`src/rtl/mapper_mmc1.sv`:
```
`default_nettype none
// ============================================================================
// mapper_mmc1 : MMC1 (SxROM) serial-register bank mapper for the cart bus.
// Optional PRG RAM select enabled by defining MMC1_PRG_RAM_EN.  Rev 1.0
// ============================================================================
module mapper_mmc1 #(
  parameter int PRG_BANKS_W = 4,
  parameter int CHR_BANKS_W = 5
) (
  input  logic                     clk,
  input  logic                     rst,
  input  logic                     m2,
  input  logic [14:0]              cpu_addr,
  input  logic [7:0]               cpu_data_i,
  input  logic                     cpu_rw,
  input  logic                     romsel,
  input  logic [13:0]              ppu_addr,
  output logic [PRG_BANKS_W+13:0]  prg_addr,
  output logic [CHR_BANKS_W+11:0]  chr_addr,
  output logic                     prg_ram_cs,
  output logic                     ciram_ce,
  output logic                     ciram_a10,
  output logic                     irq
);

  localparam logic [4:0] C_CTRL_RESET = 5'b01100;

  logic       wr_q,      wr_d;
  logic [4:0] shift_q,   shift_d;
  logic [2:0] count_q,   count_d;
  logic [4:0] control_q, control_d;
  logic [4:0] chr0_q,    chr0_d;
  logic [4:0] chr1_q,    chr1_d;
  logic [4:0] prg_q,     prg_d;

  logic       w_accept;
  logic [4:0] w_value;

  always_ff @(posedge clk or posedge rst) begin
    if (rst) begin
      wr_q      <= 1'b0;
      shift_q   <= 5'b00000;
      count_q   <= 3'd0;
      control_q <= C_CTRL_RESET;
      chr0_q    <= 5'b00000;
      chr1_q    <= 5'b00000;
      prg_q     <= 5'b00000;
    end else begin
      wr_q      <= wr_d;
      shift_q   <= shift_d;
      count_q   <= count_d;
      control_q <= control_d;
      chr0_q    <= chr0_d;
      chr1_q    <= chr1_d;
      prg_q     <= prg_d;
    end
  end

  // Only the first cycle of a write burst counts, so the dummy write of a
  // read-modify-write instruction does not shift in a second bit.
  always_comb begin
    wr_d      = romsel & ~cpu_rw;
    w_accept  = wr_d & ~wr_q;
    w_value   = {cpu_data_i[0], shift_q[4:1]};
    shift_d   = shift_q;
    count_d   = count_q;
    control_d = control_q;
    chr0_d    = chr0_q;
    chr1_d    = chr1_q;
    prg_d     = prg_q;
    if (w_accept) begin
      if (cpu_data_i[7]) begin
        shift_d   = 5'b00000;
        count_d   = 3'd0;
        control_d = control_q | C_CTRL_RESET;
      end else if (count_q != 3'd4) begin
        shift_d = w_value;
        count_d = count_q + 3'd1;
      end else begin
        shift_d = 5'b00000;
        count_d = 3'd0;
        case (cpu_addr[14:13])
          2'd0:    control_d = w_value;
          2'd1:    chr0_d    = w_value;
          2'd2:    chr1_d    = w_value;
          default: prg_d     = w_value;
        endcase
      end
    end
  end

  // Zero-extend the raw bank registers, then keep the parameterised width.
  logic [31:0]            w_prg_ext;
  logic [31:0]            w_chr0_ext;
  logic [31:0]            w_chr1_ext;
  logic [PRG_BANKS_W-1:0] w_prg_b;
  logic [PRG_BANKS_W-1:0] w_prg_bank;
  logic [CHR_BANKS_W-1:0] w_chr0_b;
  logic [CHR_BANKS_W-1:0] w_chr1_b;
  logic [CHR_BANKS_W-1:0] w_chr_bank;

  assign w_prg_ext  = {28'd0, prg_q[3:0]};
  assign w_chr0_ext = {27'd0, chr0_q};
  assign w_chr1_ext = {27'd0, chr1_q};
  assign w_prg_b    = w_prg_ext[PRG_BANKS_W-1:0];
  assign w_chr0_b   = w_chr0_ext[CHR_BANKS_W-1:0];
  assign w_chr1_b   = w_chr1_ext[CHR_BANKS_W-1:0];

  always_comb begin
    w_prg_bank = w_prg_b;
    case (control_q[3:2])
      2'd2:    w_prg_bank = cpu_addr[14] ? w_prg_b : '0;
      2'd3:    w_prg_bank = cpu_addr[14] ? '1 : w_prg_b;
      default: w_prg_bank = (w_prg_b & ~PRG_BANKS_W'(1)) | PRG_BANKS_W'(cpu_addr[14]);
    endcase
  end

  always_comb begin
    if (control_q[4]) begin
      w_chr_bank = ppu_addr[12] ? w_chr1_b : w_chr0_b;
    end else begin
      w_chr_bank = (w_chr0_b & ~CHR_BANKS_W'(1)) | CHR_BANKS_W'(ppu_addr[12]);
    end
  end

  always_comb begin
    case (control_q[1:0])
      2'd0:    ciram_a10 = 1'b0;
      2'd1:    ciram_a10 = 1'b1;
      2'd2:    ciram_a10 = ppu_addr[10];
      default: ciram_a10 = ppu_addr[11];
    endcase
  end

  assign prg_addr = {w_prg_bank, cpu_addr[13:0]};
  assign chr_addr = {w_chr_bank, ppu_addr[11:0]};
  assign ciram_ce = ppu_addr[13];
  assign irq      = 1'b0;

`ifdef MMC1_PRG_RAM_EN
  assign prg_ram_cs = m2 & ~romsel & (cpu_addr[14:13] == 2'b11) & ~prg_q[4];
`else
  assign prg_ram_cs = 1'b0;
`endif

  logic w_unused;
  assign w_unused = ^{m2, prg_q[4], cpu_data_i[6:1], w_prg_ext, w_chr0_ext, w_chr1_ext};

endmodule
`default_nettype wire
```
`config.mk`:
```
export PLATFORM = sky130hd
export DESIGN_NAME = mapper_mmc1
export DESIGN_NICKNAME = d
export VERILOG_FILES = /design/src/rtl/mapper_mmc1.sv
export SDC_FILE = /design/constraint.sdc
export NUM_CORES = 1
export LEC_CHECK = 0
export ABC_AREA = 0
export CAP_MARGIN = 20
export CORE_MARGIN = 3
export CORE_UTILIZATION = 33
export DETAILED_ROUTE_END_ITERATION = 10
export GPL_TIMING_DRIVEN = 0
export PLACE_DENSITY = 0.69
export SETUP_SLACK_MARGIN = 0.15
export SYNTH_ARGS = -nofsm -noshare
export SYNTH_HDL_FRONTEND = slang
export SYNTH_SLANG_ARGS = --single-unit
```
`constraint.sdc`:
```
create_clock -name clk -period 2 [get_ports clk]
set_input_delay 0.4 -clock clk [delete_from_list [all_inputs] [get_ports clk]]
set_output_delay 0.4 -clock clk [all_outputs]
set_load 0.005 [all_outputs]
```
==> reports/results.ini, run 1 <==
[place]
post-place-ws_ns = -0.2429
port_buffers = 46
gp_congestion = 0.6910
dp_hpwl_um = 2250

[cells_and_area]
nets = 244
multiInputGateArea_um2 = 606.8
fin_util_pct = 50.83
fill_cells = 425
diodes = 0
syn2layout_area_growth_pct = 47.19
regArea_um2 = 678.2
layout-drive-gt1-share_pct = 43.22

[sta]
clock-skew-final_ns = 0.002557
finalCritPeriodShare_pct = 92.91
rsz0062_at_grt = true
setup_viol = 0
fin_crit_ns = 1.858
final_max_slew_viol_count = 0
finalHoldViolations = 0
setup_ws_ns = 0.1418
max_freq_mhz = 538.2
setup_tns_ns = 0
fin_hold_ws_ns = 0.3319

[critical_path]
rrSetupSlack_ns = 0.34
cp-start-kind = flop
cp_slowest_cell = dfstp_2
cp_slowest_stage_delay_ns = 0.59
worstSetupPathType = reg2out
r2r_cells = 5
critPathRequiredTime_ns = 1.60
crit_chain = buf_4 > inv_1 > o21ai_1 > o21ai_1 > clkdlybuf4s15_1
critPathMaxFanout = 4
rr_startpoint = count_q[0]
worst_setup_path_end_kind = output pin
r2r_end = control_q[0]
cp.arrival_ns = 1.46
crit_buf_inv = 3
crit_top_cell = o21ai_1
cp_top_family = flip-flops

[cts]
ctsHoldBuffers = 0
cts_buffers = 3
cts_sinks = 27
worstSkewPairLatency_ns = 0.28
path_clk_slew_ns = 0.09
clk_path_buf_depth = 2
cts_tree = built
cts-root-buf = clkbuf_8
htreeDepth = 1

[synth]
synth_edf_count = 0
synth_top_flop_cell = dfrtp_1
syn_area_mm2 = 0.001514
post-synth-top-count-cell = buf_4
seq_area_frac_synth_pct = 44.79
synth_commonest_cells = 29 x buf_4, 25 x dfrtp_1, 22 x mux2_2
async_reset_ff_share_pct = 100.0
synthCells = 133
synth_top_area_share_pct = 41.32
ys_top_cells_by_area = dfrtp_1 41%, mux2_2 16%, buf_4 14%
synthDistinctLibCells = 28
synth_warnings = 0
ys_ff_latch = 27
avgSynthCellArea_um2 = 11.38
yosys.area.top_type = dfrtp_1

[power_and_ir_drop]
ir_worst_vdd_mv = 0.3459
power.density_mw_per_mm2 = 569.5
finalPower_mw = 1.269
p_leak_nw = 1.139

[grt]
grt_usage_pct = 11.15
antenna_found_initial = 0
grt-ovfl-total = 0
grt_pass1_vias = 1102
grt_pass1_wl_um = 4754
grt_start_max_net_pins = 28

[routing]
detail-route-antenna-nets = 0
routed_wl_um = 3159
vias_per_cell = 4.622
wire_per_inst_um = 12.59
drcViolationCount = 0
via_count = 1160
first_iter_violations = 19
firstDrtPassIters = 4

[die]
die_w_um = 73.73
fp.coreArea_mm2 = 0.004384
die_h_um = 73.73
start_util_pct = 34.53
ios = 81
num_rows = 24
die_area_mm2 = 0.005436

[flow_run]
drv_cap = 0

[worst_hold_path]
hp-class = in2async

[outcome]
status = complete, no violations

layout make-up:
cell class / count / area share, %
Buffer: 31 / 10.22
Clock buffer: 3 / 1.853
Clock inverter: 1 / 0.3369
Inverter: 8 / 1.348
Multi-Input combinational cell: 68 / 27.23
Sequential cell: 27 / 30.43
Tap cell: 52 / 2.920
Timing Repair Buffer: 61 / 25.66
how the worst max path moves through the flow:
| stage | from | to | slack, ns | cells past startpoint |
|---|---|---|---|---|
| 2_1_floorplan | cpu_addr[14] | control_q[4] | 0.44 | 4 |
| 3_3_place_gp | cpu_data_i[7] | chr0_q[3] | -0.27 | 4 |
| 3_5_place_dp | ppu_addr[12] | chr_addr[14] | -0.24 | 4 |
| 4_1_cts | control_q[3] | prg_addr[14] | 0.07 | 5 |
| 5_1_grt | control_q[3] | prg_addr[14] | 0.08 | 5 |
| 6_report | control_q[3] | prg_addr[14] | 0.14 | 5 |
layer usage:
layer	wire, um	part of all wire [%]	global-route usage [%]	vias up
met5	0	0	0	-
met4	33	1.0	3.823	0
met3	301	9.5	2.052	3
met2	1576	50	18.90	52
met1	1248	40	14.16	542
li1	-	-	-	563
sequential cells by signal, summed over array words and instances, names as in the netlist:
signal     count
shift_q        4
wr_q           1
chr1_q         5
control_q      5
prg_q          4
chr0_q         5
count_q        3
cells in the final DEF (no fill, tap or decap), types with 3 or more instances in the layout:
master	instances
a21oi_1	8
a22o_1	4
buf_4	43
clkbuf_2	4
clkbuf_8	3
clkdlybuf4s50_1	30
dfrtp_1	25
dlygate4sd2_1	7
dlymetal6s2s_1	3
inv_1	8
mux2_2	19
mux2_4	3
nor2_1	5
where the power goes:
| part | switching (mW) | internal (mW) | leakage [nW] | total, mW |
|---|---|---|---|---|
| registers | 0.0405 | 0.592 | 0.364 | 0.632 |
| logic | 0.113 | 0.205 | 0.753 | 0.318 |
| clock network | 0.177 | 0.142 | 0.0217 | 0.319 |
| total | 0.331 | 0.938 | 1.14 | 1.27 |
per-stage QoR:
stage               cell area [um^2]  instances
floorplan                       1518        134
global route                    2228        251
detailed placement              2043        232
finish                          2228        251
CTS                             2163        247
global placement                2043        232
what timing repair did:
action | CTS | global route
setup endpoints to repair | 30 | 21
pin swaps | 8 | 2
buffers inserted | 11 | 3
resized for setup | 16 | 18
logic make-up (layout without fill, tap and decap cells):
kind of cell    Yosys count  after routing  synth area share [%]
mux                      22             22                 16.36
other cells               1              2                0.2477
flops                    27             27                 44.79
fa+ha+maj                 2              2                 1.653
compound gates           21             21                 8.760
buf+inv                  39            104                 17.02
simple gates             21             21                 11.16
(Power assumes the default switching activity.)
==> run 2: changes to the inputs <==
--- a/config.mk
+++ b/config.mk
@@ -10,9 +10,11 @@
 export CORE_MARGIN = 3
 export CORE_UTILIZATION = 33
 export DETAILED_ROUTE_END_ITERATION = 10
+export DONT_BUFFER_PORTS = 1
 export GPL_TIMING_DRIVEN = 0
-export PLACE_DENSITY = 0.69
+export MAX_ROUTING_LAYER = met4
 export SETUP_SLACK_MARGIN = 0.15
+export SLEW_MARGIN = 30
 export SYNTH_ARGS = -nofsm -noshare
 export SYNTH_HDL_FRONTEND = slang
 export SYNTH_SLANG_ARGS = --single-unit
==> reports/results.ini, run 2 (synthesized netlist as in run 1, its figures left out) <==
[cells_and_area]
layoutNonFillerInstCount = 190  ; -24%
layout.cells.most_common = buf_4
layout_common_cells = 29 x buf_4, 25 x dfrtp_1, 22 x mux2_2
nets = 183  ; -25%
diodes = 0  ; unchanged
layout-drive-gt1-share_pct = 47.83  ; +4.6 points
syn2layout_area_growth_pct = 7.934
largest_registers = chr0_q: 5 flops, chr1_q: 5 flops, control_q: 5 flops

[routing]
vias_per_cell = 5.021  ; +8.6%
routed_wl_um = 2866  ; -9.3%
detail-route-antenna-nets = 0  ; unchanged
wire_per_inst_um = 15.08  ; +20%
firstDrtPassIters = 4  ; unchanged
via_count = 954  ; -18%
drcViolationCount = 0  ; unchanged
first_iter_violations = 17  ; -2

[sta]
setup_tns_ns = 0  ; unchanged
setup_ws_ns = 0.2868  ; +0.1450 ns
setup_viol = 0  ; unchanged
clock-skew-final_ns = 0.003919  ; +0.001362 ns
worst_pin_slew_ns = 0.5635
finalCritPeriodShare_pct = 85.66  ; -7.2 points
finalHoldViolations = 0  ; unchanged
fin_crit_ns = 1.713  ; -0.1450 ns
fin_hold_ws_ns = 0.05877  ; -0.2731 ns
max_freq_mhz = 583.7  ; +8.5%
rsz0062_at_grt = true
final_max_slew_viol_count = 0  ; unchanged
relSlewSlack_pct = 62.38

[grt]
grt-ovfl-total = 0  ; unchanged
grt_usage_pct = 11.16  ; about the same
grt_pass1_wl_um = 4664  ; -1.9%
antenna_found_initial = 0  ; unchanged
grt_start_max_net_pins = 28  ; unchanged
grt_pass1_vias = 1001  ; -9.2%

[critical_path]
worst_setup_path_end_kind = flop
rr_startpoint = count_q[0]
cp.arrival_ns = 1.88  ; +0.42 ns
cp_slowest_cell = dfrtp_1
r2r_cells = 5  ; unchanged
crit_chain = inv_1 > ha_2 > and4bb_2 > nor3b_4 > mux2_2
worstSetupPathType = reg2reg
cp_top_family = simple AND/OR/NAND/NOR gates
cp_slowest_stage_delay_ns = 0.40  ; -0.19 ns
r2r_end = control_q[4]
critPathMaxFanout = 5  ; +1
path_depth = 5  ; unchanged
cp-start-kind = flop
critPathRequiredTime_ns = 2.16  ; +0.56 ns
crit_buf_inv = 1  ; -2
rrSetupSlack_ns = 0.29  ; -0.05 ns

[cts]
cts_tree = built
worstSkewPairLatency_ns = 0.27  ; about the same
clk_path_buf_depth = 2  ; unchanged
cts-root-buf = clkbuf_8
path_clk_slew_ns = 0.09  ; about the same
cts_sinks = 27  ; unchanged
htreeDepth = 1  ; unchanged
cts_buffers = 3  ; unchanged

[flow_run]
drv_cap = 0  ; unchanged

[die]
die_h_um = 73.73  ; unchanged
start_util_pct = 34.53  ; unchanged
die_area_mm2 = 0.005436  ; unchanged
die_w_um = 73.73  ; unchanged
num_rows = 24  ; unchanged
ios = 81  ; unchanged
fp.coreArea_mm2 = 0.004384  ; unchanged

[power_and_ir_drop]
p_leak_nw = 0.8254  ; -28%
ir_worst_vdd_mv = 0.3309  ; -4.3%
power.density_mw_per_mm2 = 699.1  ; +23%

[worst_hold_path]
hp-class = in2async

[place]
gp_congestion = 0.7045  ; +2.0%
post-place-ws_ns = 0.2684  ; +0.5113 ns
placedCellCount = 186  ; -20%
port_buffers = 0  ; -100%

[outcome]
status = complete, no violations

## run 2: how the worst max path moves through the flow
stage	from	end
6_report	count_q[0]	control_q[4]
5_1_grt	count_q[0]	control_q[1]
4_1_cts	count_q[0]	control_q[4]
3_5_place_dp	count_q[0]	control_q[4]
3_3_place_gp	cpu_addr[14]	control_q[4]
2_1_floorplan	cpu_addr[14]	control_q[4]
## run 2: per-stage QoR
stage	area [um^2]	power, mW	utilization, %
after floorplan	1518	0.8004	-
after global placement	1583	0.8290	36.10
after detailed placement	1583	0.8450	36.10
after CTS	1632	1.157	37.21
after global routing	1634	1.216	37.27
final	1634	1.142	37.27
## run 2: worst reg2reg max path: stages, from the launching register on
cell and delay [ns]:
dfrtp_1 0.40, inv_1 0.10, ha_2 0.19, and4bb_2 0.23, nor3b_4 0.31, mux2_2 0.38
## run 2: area by class of cell
class	count	area, um^2
buffer	31	227.7
clock buffer	3	41.29
inverter	8	30.03
clock inverter	1	7.507
tap	52	65.06
multi-input combinational	68	584.3
sequential	27	678.2
fill	446	2750
## run 2: power by group
group	total (mW)	switching, mW	internal (mW)
registers	0.635	0.0427	0.592
clock network	0.310	0.169	0.141
logic	0.198	0.0888	0.109
total	1.14	0.301	0.842
## run 2: layer usage
layer | global-route usage [%] | vias to the layer above | part of all wire [%]
met5 | - | - | 0
met4 | 3.018 | 0 | 0.31
met3 | 1.778 | 2 | 8.9
met2 | 19.29 | 49 | 51
met1 | 13.41 | 461 | 39
li1 | - | 442 | -
## run 2: timing repair
item | in CTS | in global routing
endpoints found under the setup margin | 0 | 3
hold buffers | 0 | 0
gates resized for setup | 0 | 1
setup buffers | 0 | 0
==> run 3: changes to the inputs <==
==> constraint.sdc (replaced) <==
create_clock -name clk -period 1.9 [get_ports clk]
set_input_delay 0.38 -clock clk [delete_from_list [all_inputs] [get_ports clk]]
set_output_delay 0.38 -clock clk [all_outputs]
set_load 0.005 [all_outputs]
==> reports/results.ini, run 3 (synthesized netlist as in run 1, its figures left out) <==
[power_and_ir_drop]
switching_share_pct = 26.65  ; +0.34 points
p_seq_share_pct = 54.1  ; -1.4 points
p_leak_nw = 0.8501  ; +3.0%
p_switching_mw = 0.3293  ; +9.5%
clkPwrFrac_pct = 26.6  ; -0.6 points
power.density_mw_per_mm2 = 733.0  ; +4.8%
combPwrFrac_pct = 19.3  ; +2.0 points
ir_worst_vdd_mv = 0.3488  ; +5.4%
p_int_mw = 0.9061  ; +7.6%

[routing]
detail-route-antenna-nets = 0  ; unchanged
routed_wl_um = 2980  ; +4.0%
vias_per_cell = 5.000  ; -0.42%
via_count = 970  ; +1.7%
first_iter_violations = 12  ; -5
drcViolationCount = 0  ; unchanged
firstDrtPassIters = 4  ; unchanged
wire_per_inst_um = 15.36  ; +1.8%

[grt]
grt_start_max_net_pins = 28  ; unchanged
grtUsageMet2_pct = 19.29  ; unchanged
grt_busiest_layer = met2
grt-ovfl-total = 0  ; unchanged
grt_usage_pct = 11.16  ; unchanged
grt_pass1_vias = 1001  ; unchanged
grt.met3_usage_pct = 1.778  ; unchanged
antenna_found_initial = 0  ; unchanged
grt_pass1_wl_um = 4664  ; unchanged
use_met1_pct = 13.41  ; unchanged

[sta]
finalHoldViolations = 0  ; unchanged
setup_viol = 0  ; unchanged
worst_pin_slew_ns = 0.5617  ; -0.001774 ns
finalCritPeriodShare_pct = 88.27  ; +2.6 points
setup_tns_ns = 0  ; unchanged
relSlewSlack_pct = 62.50  ; +0.12 points
setup_ws_ns = 0.2229  ; -0.06396 ns
fin_crit_ns = 1.677  ; -0.03604 ns
clock-skew-final_ns = 0.003104  ; -0.0008158 ns
final_max_slew_viol_count = 0  ; unchanged
max_freq_mhz = 596.3  ; +2.1%
rsz0062_at_grt = false

[cells_and_area]
layout_common_cells = 32 x buf_4, 25 x dfrtp_1, 20 x mux2_2
layout-drive-gt1-share_pct = 49.30  ; +1.5 points
fin_util_pct = 38.44  ; +1.2 points
multiInputGateArea_um2 = 601.8  ; +3.0%
diodes = 0  ; unchanged
regArea_um2 = 678.2  ; unchanged
fill_cells = 439  ; -1.6%
largest_registers = chr0_q: 5 flops, chr1_q: 5 flops, control_q: 5 flops
syn2layout_area_growth_pct = 11.32
layoutNonFillerInstCount = 194  ; +2.1%
layout.cells.most_common = buf_4
nets = 187  ; +2.2%

[die]
start_util_pct = 34.53  ; unchanged
die_area_mm2 = 0.005436  ; unchanged
die_h_um = 73.73  ; unchanged
fp.coreArea_mm2 = 0.004384  ; unchanged
num_rows = 24  ; unchanged
ios = 81  ; unchanged
die_w_um = 73.73  ; unchanged

[critical_path]
rrSetupSlack_ns = 0.22  ; -0.06 ns
worstSetupPathType = reg2reg
critPathMaxFanout = 4  ; -1
endpoint = control_q[0]
critPathRequiredTime_ns = 2.06  ; -0.10 ns
crit_start = count_q[0]
rr_startpoint = count_q[0]
worst_setup_path_end_kind = flop
r2r_cells = 6  ; +1
cp.arrival_ns = 1.84  ; -0.04 ns
cp-start-kind = flop
r2r_end = control_q[0]

[place]
port_buffers = 0  ; unchanged
post-place-ws_ns = 0.1684  ; -0.1000 ns
gp_congestion = 0.7045  ; unchanged
placedCellCount = 186  ; unchanged

[cts]
cts_tree = built
worstSkewPairLatency_ns = 0.27  ; about the same
cts-root-buf = clkbuf_8
path_clk_slew_ns = 0.09  ; about the same
htreeDepth = 1  ; unchanged
cts_buffers = 3  ; unchanged
cts_sinks = 27  ; unchanged
ctsHoldBuffers = 0  ; unchanged
clk_path_buf_depth = 2  ; unchanged

[worst_hold_path]
hp-class = in2async

[outcome]
status = complete, no violations

[flow_run]
drv_cap = 0  ; unchanged

==> run 3: cell types whose count changed in the layout (fill, tap and decap cells not counted), sizes merged <==
cell / previous run / this run
buf: 31 / 35
==> run 3: layout make-up <==
class	count	share of cell area, %
Clock inverter	1	0.4454
Clock buffer	3	2.450
Tap cell	52	3.860
Sequential cell	27	40.24
Buffer	31	13.51
Multi-Input combinational cell	68	35.71
Timing Repair Buffer	4	2.004
Inverter	8	1.782
==> run 3: power groups by stage <==
stage	Clock [mW]	Combinational [mW]	Sequential [mW]
detailed placement	0	0.210	0.680
global placement	0	0.199	0.673
CTS	0.338	0.211	0.668
finish	0.329	0.238	0.668
global route	0.365	0.270	0.675
floorplan	0	0.179	0.664
==> run 3: what timing repair did <==
action | in CTS | in global routing
buffers inserted | 0 | 4
endpoints found under the setup margin | 0 | 13
gates resized for setup | 0 | 5
==> run 3: critical path, cell delays in order, from the launching register on <==
cell,delay (ns)
dfrtp_1,0.39
inv_1,0.12
ha_4,0.15
and4bb_2,0.23
nor3b_4,0.21
buf_6,0.15
mux2_2,0.32
==> run 3: stage by stage <==
step                      instance area (um^2)  power, mW  hold WS [ns]
after floorplan                           1518     0.8426        0.4312
after global placement                    1583     0.8726        0.4491
after detailed placement                  1583     0.8895        0.4524
after CTS                                 1632      1.217        0.1619
after global routing                      1685      1.311       0.06053
final                                     1685      1.235       0.03779
==> run 3: per-layer routing <==
metal  vias up  share of wire (%)
li1        449                  -
met1       472                 39
met2        47                 52
met3         2                8.6
met4         0               0.30
met5         -                  0
==> run 3: worst min path at each step <==
stage | endpoint | depth (start not counted)
6_report | count_q[2] | 1
5_1_grt | chr1_q[1] | 1
4_1_cts | wr_q | 1
3_5_place_dp | wr_q | 1
3_3_place_gp | wr_q | 1
2_1_floorplan | chr0_q[0] | 1
